$ cat config.mk
export PLATFORM = sky130hd
export DESIGN_NAME = pipe_hazard_ctrl
export DESIGN_NICKNAME = d
export VERILOG_FILES = /design/src/rtl/pipe_hazard_ctrl.sv
export SDC_FILE = /design/constraint.sdc
export NUM_CORES = 1
export LEC_CHECK = 0
export CAP_MARGIN = 20
export CORE_MARGIN = 1.5
export CORE_UTILIZATION = 45
export DETAILED_ROUTE_END_ITERATION = 10
export PLACE_DENSITY = 0.78
export SLEW_MARGIN = 20
export SYNTH_ARGS = -nofsm -noshare
export SYNTH_HDL_FRONTEND = slang
export SYNTH_SLANG_ARGS = --single-unit
export TNS_END_PERCENT = 30
$ cat constraint.sdc
create_clock -name clk -period 2.1 [get_ports clk]
set_input_delay 0.42 -clock clk [delete_from_list [all_inputs] [get_ports clk]]
set_output_delay 0.42 -clock clk [all_outputs]
set_load 0.005 [all_outputs]
$ cat src/rtl/pipe_hazard_ctrl.sv
// Central stall/flush generator for a 5-stage pipeline: arbitrates D-miss, mispredict,
// load-use and I-miss hazards, tracks miss duration, runs a miss watchdog and perf counters.
module pipe_hazard_ctrl #(
  parameter int CNT_W        = 32,
  parameter int MISS_TIMEOUT = 1024
) (
  input  logic             clk,
  input  logic             rst_n,
  input  logic [4:0]       id_rs1,
  input  logic [4:0]       id_rs2,
  input  logic [4:0]       ex_rd,
  input  logic             ex_mem_read,
  input  logic             mem_mispredict,
  input  logic             icache_miss,
  input  logic             icache_ready,
  input  logic             dcache_miss,
  input  logic             dcache_ready,
  output logic             pc_stall,
  output logic             if_id_stall,
  output logic             if_id_flush,
  output logic             id_ex_stall,
  output logic             id_ex_flush,
  output logic             ex_mem_stall,
  output logic             ex_mem_flush,
  output logic             mem_wb_stall,
  output logic             redirect_valid,
  output logic             err_timeout,
  output logic [CNT_W-1:0] perf_dmiss_cyc,
  output logic [CNT_W-1:0] perf_imiss_cyc,
  output logic [CNT_W-1:0] perf_loaduse,
  output logic [CNT_W-1:0] perf_flush
);

  typedef enum logic [1:0] {
    RUN   = 2'd0,
    DMISS = 2'd1,
    IMISS = 2'd2
  } state_t;

  localparam int WD_W = $clog2(MISS_TIMEOUT + 1);

  state_t          state;
  state_t          state_nxt;
  logic [WD_W-1:0] wdog;

  logic dmiss_active;
  logic imiss_active;
  logic load_use;
  logic take_mispredict;
  logic take_loaduse;
  logic take_imiss;

  assign dmiss_active    = dcache_miss & ~dcache_ready;
  assign imiss_active    = icache_miss & ~icache_ready;
  assign load_use        = ex_mem_read & (ex_rd != 5'd0) &
                           ((ex_rd == id_rs1) | (ex_rd == id_rs2));
  assign take_mispredict = mem_mispredict & ~dmiss_active;
  assign take_loaduse    = load_use & ~dmiss_active & ~mem_mispredict;
  assign take_imiss      = imiss_active & ~dmiss_active & ~mem_mispredict;

  // Outputs are forced low while reset is asserted, independent of the clock.
  always_comb begin
    pc_stall       = 1'b0;
    if_id_stall    = 1'b0;
    if_id_flush    = 1'b0;
    id_ex_stall    = 1'b0;
    id_ex_flush    = 1'b0;
    ex_mem_stall   = 1'b0;
    ex_mem_flush   = 1'b0;
    mem_wb_stall   = 1'b0;
    redirect_valid = 1'b0;
    if (rst_n) begin
      if (dmiss_active) begin
        pc_stall     = 1'b1;
        if_id_stall  = 1'b1;
        id_ex_stall  = 1'b1;
        ex_mem_stall = 1'b1;
        mem_wb_stall = 1'b1;
      end else if (take_mispredict) begin
        if_id_flush    = 1'b1;
        id_ex_flush    = 1'b1;
        ex_mem_flush   = 1'b1;
        redirect_valid = 1'b1;
      end else if (take_loaduse) begin
        // A concurrent I-miss is absorbed: holding IF/ID keeps the dependent instruction.
        pc_stall    = 1'b1;
        if_id_stall = 1'b1;
        id_ex_flush = 1'b1;
      end else if (take_imiss) begin
        pc_stall    = 1'b1;
        if_id_flush = 1'b1;
      end
    end
  end

  always_comb begin
    state_nxt = state;
    case (state)
      RUN: begin
        if (dmiss_active)      state_nxt = DMISS;
        else if (imiss_active) state_nxt = IMISS;
      end
      DMISS: begin
        if (dcache_ready) state_nxt = imiss_active ? IMISS : RUN;
      end
      IMISS: begin
        if (dmiss_active)      state_nxt = DMISS;
        else if (icache_ready) state_nxt = RUN;
      end
      default: state_nxt = RUN;
    endcase
  end

  always_ff @(posedge clk or negedge rst_n) begin
    if (!rst_n) begin
      state <= RUN;
    end else begin
      state <= state_nxt;
    end
  end

  // Watchdog saturates at MISS_TIMEOUT; the error flag is sticky until reset.
  always_ff @(posedge clk or negedge rst_n) begin
    if (!rst_n) begin
      wdog        <= '0;
      err_timeout <= 1'b0;
    end else if (state == RUN) begin
      wdog <= '0;
    end else begin
      if (wdog != WD_W'(MISS_TIMEOUT)) wdog <= wdog + WD_W'(1);
      if (wdog == WD_W'(MISS_TIMEOUT - 1)) err_timeout <= 1'b1;
    end
  end

  always_ff @(posedge clk or negedge rst_n) begin
    if (!rst_n) begin
      perf_dmiss_cyc <= '0;
      perf_imiss_cyc <= '0;
      perf_loaduse   <= '0;
      perf_flush     <= '0;
    end else begin
      if (state == DMISS)  perf_dmiss_cyc <= perf_dmiss_cyc + CNT_W'(1);
      if (state == IMISS)  perf_imiss_cyc <= perf_imiss_cyc + CNT_W'(1);
      if (take_loaduse)    perf_loaduse   <= perf_loaduse + CNT_W'(1);
      if (take_mispredict) perf_flush     <= perf_flush + CNT_W'(1);
    end
  end

endmodule

-- After elaboration in Yosys (flattened, before gate mapping)
Cells that the tools add are included.
- multiply operators: 0
- order comparisons: 0
- div/mod/pow operators: 0
- equality and inequality tests: 9
- bitwise logic cells: 15
- muxes and demuxes: 30
- reductions and logical operators: 5
- add/subtract/negate cells: 5
- shift-type cells: 0
- operators by type and width (operator ; count):
    32-bit by 1-bit adder with 32-bit output (second input constant) ; 4
    11-bit 2-to-1 mux ; 2
    1-bit 2-to-1 mux ; 21
    2-bit 2-to-1 mux ; 6
    11-bit by 1-bit adder with 11-bit output (second input constant) ; 1
    11-bit by 10-bit == test with 1-bit output (second input constant) ; 1
    11-bit != test (second input constant) ; 1
    5-bit == test ; 2
    1-bit bitwise AND ; 9
    3-bit != test (second input constant) ; 2
    2-bit one-hot mux with 3 select lines ; 1
    1-bit inverter ; 5
    5-bit nonzero test ; 1
    3-bit AND reduction ; 1
    2-bit by 1-bit == test with 1-bit output (second input constant) ; 1
    2-bit == test (second input constant) ; 1
    2-bit zero test ; 1
    2-bit != test (second input constant) ; 1
    2-bit AND reduction ; 1
    2-bit nonzero test ; 1
    1-bit bitwise OR ; 1
- RAM bits: 0
- input port bits: 23
- memory bits (read-only): 0
- memories: 0
- register bits after elaboration: 142
- latch bits: 0
- logic and storage cells: 71

-- Logic depth before layout (Yosys ltp)
- depth in word-level cells: 10
- depth in mapped cells: 7
- gate-level depth less buffers: 7

-- Worst setup path after synthesis
Ideal clock, no wire load.
- path type: input to output
- start: input ex_rd[1]
- end: output pc_stall
- cell stages on the path: 5
- arrival: 1.817 ns
- path buffers: 1
- path slack: -0.137 ns
- cell sequence: or4_1 -> o211ai_4 -> buf_4 -> nor2_1 -> o311a_1
- cells in the longest elaborated chain, start to end: 9
- elaborated cells on any way between the ends: 12
- classes of those cells: 2 x eq/ne; 4 x mux; 5 x bitwise; 1 x reduce/logical
- RTL lines (what ; line ; RTL):
    from (decl) ; 11 ; input logic [4:0] ex_rd,
    5-bit == test or 5-bit nonzero test (tied branches) ; 56, 55 ;
    1-bit bitwise OR or 1-bit bitwise AND (tied branches) ; 56, 55 ;
    1-bit bitwise AND (*) ; 55 ; assign load_use = ex_mem_read & (ex_rd != 5'd0) &
    1-bit bitwise AND (*) (2 in series) ; 58 ; assign take_loaduse = load_use & ~dmiss_active & ~mem_mispredict;
    1-bit 2-to-1 mux (*) ; 84 ; end else if (take_loaduse) begin
    1-bit 2-to-1 mux (*) ; 79 ; end else if (take_mispredict) begin
    1-bit 2-to-1 mux (*) ; 73 ; if (dmiss_active) begin
    1-bit 2-to-1 mux (*) ; 72 ; if (rst_n) begin
    to (decl) ; 18 ; output logic pc_stall,
Every way passes the cells marked *; elsewhere a longest branch is shown, timed or not.

-- Worst setup path after layout
- start: input ex_rd[2]
- end: output pc_stall
The elaborated chain is that of the path after synthesis.

==> metrics.txt <==
Reg clk slew, reported paths about 0.060 ns; Final ANT Viol Nets 0; Core Rows between 40 and 50; share of total power in the clock network 40.3%; FMAX 0.456 GHz; Synth Area in Adders under 10%; Max transition margin between 40% and 50%; Post-Place Setup Slack -0.787 ns; GRT met2 Usage between 30% and 40%; Reg2Reg Depth 6; RSZ-0062 raised after global routing yes; number of clock sinks 142; main combinational cell family by area after synthesis simple AND/OR/NAND/NOR gates; R2R Path End perf_loaduse[25]$_DFFE_PN0P_; HP Class in2async; P per Cell Area roughly 730 mW/mm^2; Ys Warns 0; worst-margin pin slew a little over 0.8 ns; layout cell share with drive strength beyond 1 between 10% and 20%; Mean Syn Cell Area approximately 11 um^2; IO Port Bufs 160; pin count of the biggest net entering global routing 63; TritonCTS clock tree yes; NetSw between 0.0015 and 0.002 W; failing checks negative setup slack; first-pass GRT wire length around 27 mm; compound-gate portion of the synthesized area 1.37%; starting density of the core about 46%; Area Growth Syn to Fin 41.8%; Clk Tree Root Cell clkbuf_16; Chip Width approximately 130 um; Final nets 856; # H-tree levels 4; Yosys reg bits 142; CP Class in2out; Simple-Gate Fraction of Synth Area a little under a quarter; met1 Use GR a little over a quarter; Net Sw Frac 24.7%; setup slack, reg-to-reg between 0.1 and 0.15 ns; total core area roughly 0.015 mm^2; gr usage total a little over a fifth; final hold vios 0; HPWL after detailed placement 11.3 mm; max-slew violations 0; via count about 5,400; top_reg_cell synth dfrtp_1; crit path time final 2.19 ns; total of max-cap violations 0; final core utilization 65.7%; Most Used Layer, Global Route met2; number of synthesized flops with an enable pin 0; Setup crit start kind primary input; sequential power share between 40% and 50%; ANT cells 0; number of vias per cell approximately 5.3; Setup crit end kind primary output; Max clock buf depth 2; internal power approximately 0.0053 W; Critical Path AT around 1.8 ns; die area about 0.016 mm^2; I/O pin total between 150 and 200; vias in the first global route about 5,600; drt total wl ~16 mm; post-synthesis mux area share 0.832%; setup ws final -0.0929 ns; FF-to-FF Start perf_loaduse[13]$_DFFE_PN0P_; Leak approximately 4.4 nW; Period Utilization, post-route 104%; CTS Buf Count 17; Synth Area in XOR/XNOR between 10% and 20%; post-synthesis sequential area ratio between 50% and 60%; Placer Congestion approximately 0.83; GRT Residual Overflow 0; drt first pass iters 4; initial antenna violation count 0; worst vdd ir approximately 530 uV; Logic pwr share 14.3%; Max FO, Critical Path 3; Avg WL per Cell about 16 um; status finished, violations left; Mapped Nets ~640; Cell Area, Synth a little under 0.007 mm^2; 1st-iter DRT viols 325; Die Y 126 um; Worst EP required between 1.5 and 2 ns; synthesized instance count approximately 610; Yosys cell types a little under 50; clock skew roughly 0.005 ns; DRC viols 0; FFs w/ async S/R, synth 100%; Clock Latency Late Sink approximately 0.41 ns; met3 Usage GRT between 4 and 5%; Finish-stage setup viols 2
[kinds of logic (layout without fill, tap and decap cells)]
group           Yosys count  count (layout)
simple gates            277             277
buf+inv                  26             256
compound gates           10              10
xor+xnor                143             143
mux                       5               5
flops                   142             142
fa+ha+maj                 6               6
[worst max-delay path: stages]
cell and delay [ns]:
buf_8 0.10, or4_4 0.54, o211ai_4 0.25, nor2_4 0.05
o311a_1 0.29, buf_2 0.13
[power by group through the flow]
stage | clock [W] | combinational, W | sequential (W)
floorplan | 0 | 0.000365 | 0.00319
global placement | 0 | 0.000960 | 0.00321
detailed placement | 0 | 0.000991 | 0.00323
CTS | 0.00289 | 0.00101 | 0.00318
global route | 0.00302 | 0.00109 | 0.00322
finish | 0.00282 | 0.00100 | 0.00318
[layout by cell type, fill, tap and decap left out, drive strengths merged, types with 2 or more instances in the layout]
master,instances
nand4,27
buf,65
ha,6
and4,11
nor3,22
or4,5
nor2b,4
nor3b,3
nor2,35
dlygate4sd2,14
nand3,51
inv,9
or3,6
clkinv,6
mux2,5
clkbuf,24
and2,4
nand2,47
nand4b,4
nor4,21
xnor2,74
dfrtp,142
nand3b,2
and3,22
xor2,69
clkdlybuf4s50,136
nor4b,4
nand2b,5
[stage by stage]
stage | hold slack (ns) | setup TNS (ns) | instance area, um^2 | power, W | instances
floorplan | 0.124 | -0.0370 | 6780 | 0.00356 | 609
global placement | 0.455 | -19.36 | 8850 | 0.00417 | 980
detailed placement | 0.461 | -21.50 | 8850 | 0.00422 | 980
CTS | 0.0408 | -0.186 | 9530 | 0.00708 | 1022
global route | 0.0566 | -0.285 | 9590 | 0.00733 | 1023
finish | 0.0482 | -0.178 | 9590 | 0.00700 | 1023
[flip-flops by register name, summed over array words and instances (netlist names)]
register	cells
perf_imiss_cyc	32
err_timeout	1
wdog	11
perf_dmiss_cyc	32
state	2
perf_flush	32
perf_loaduse	32
[synth_stat cells (5+ instances only)]
cell | instances | share of area [%]
xnor2_1 | 74 | 9.6
nor4_1 | 12 | 1.1
xor2_1 | 69 | 8.9
dfrtp_1 | 142 | 53
and3_1 | 22 | 2.0
nand2b_1 | 5 | 0.46
clkbuf_1 | 6 | 0.33
and4_1 | 11 | 1.4
nand2_1 | 47 | 2.6
nor3_1 | 22 | 1.6
nand3_1 | 51 | 3.8
nor4_2 | 7 | 1.3
inv_1 | 9 | 0.50
ha_1 | 6 | 1.1
nor2_1 | 35 | 1.9
nand4_1 | 27 | 2.5
mux2_2 | 5 | 0.83
[worst max-delay path by stage]
stage,startpoint,endpoint,slack (ns),depth (start not counted)
2_1_floorplan,ex_rd[4],pc_stall,-0.04,5
3_3_place_gp,ex_rd[2],pc_stall,-0.77,6
3_5_place_dp,ex_rd[2],pc_stall,-0.79,6
4_1_cts,ex_rd[3],pc_stall,-0.13,6
5_1_grt,ex_rd[2],pc_stall,-0.12,6
6_report,ex_rd[2],pc_stall,-0.09,6
[per-layer routing]
metal,part of all wire (%),up-vias
met5,0,-
met4,2.4,0
met3,4.9,34
met2,50,159
met1,43,2665
li1,-,2561
[final cells by class]
| cell class | count | area, um^2 |
|---|---|---|
| Fill cell | 1050 | 5000 |
| Sequential cell | 142 | 3550 |
| Multi-Input combinational cell | 441 | 3210 |
| Timing Repair Buffer | 216 | 2000 |
| Clock buffer | 24 | 502 |
| Tap cell | 184 | 230 |
| Clock inverter | 7 | 60.1 |
| Inverter | 9 | 33.8 |
[what timing repair did]
action / 4_1_cts / 5_1_grt
endpoints found under the hold margin: 0 / 0
endpoints found under the setup margin: 17 / 16
pin swaps: 17 / 10
resized for setup: 67 / 11
buffers inserted: 12 / 1
hold buffers: 0 / 0
(Power assumes the default switching activity.)
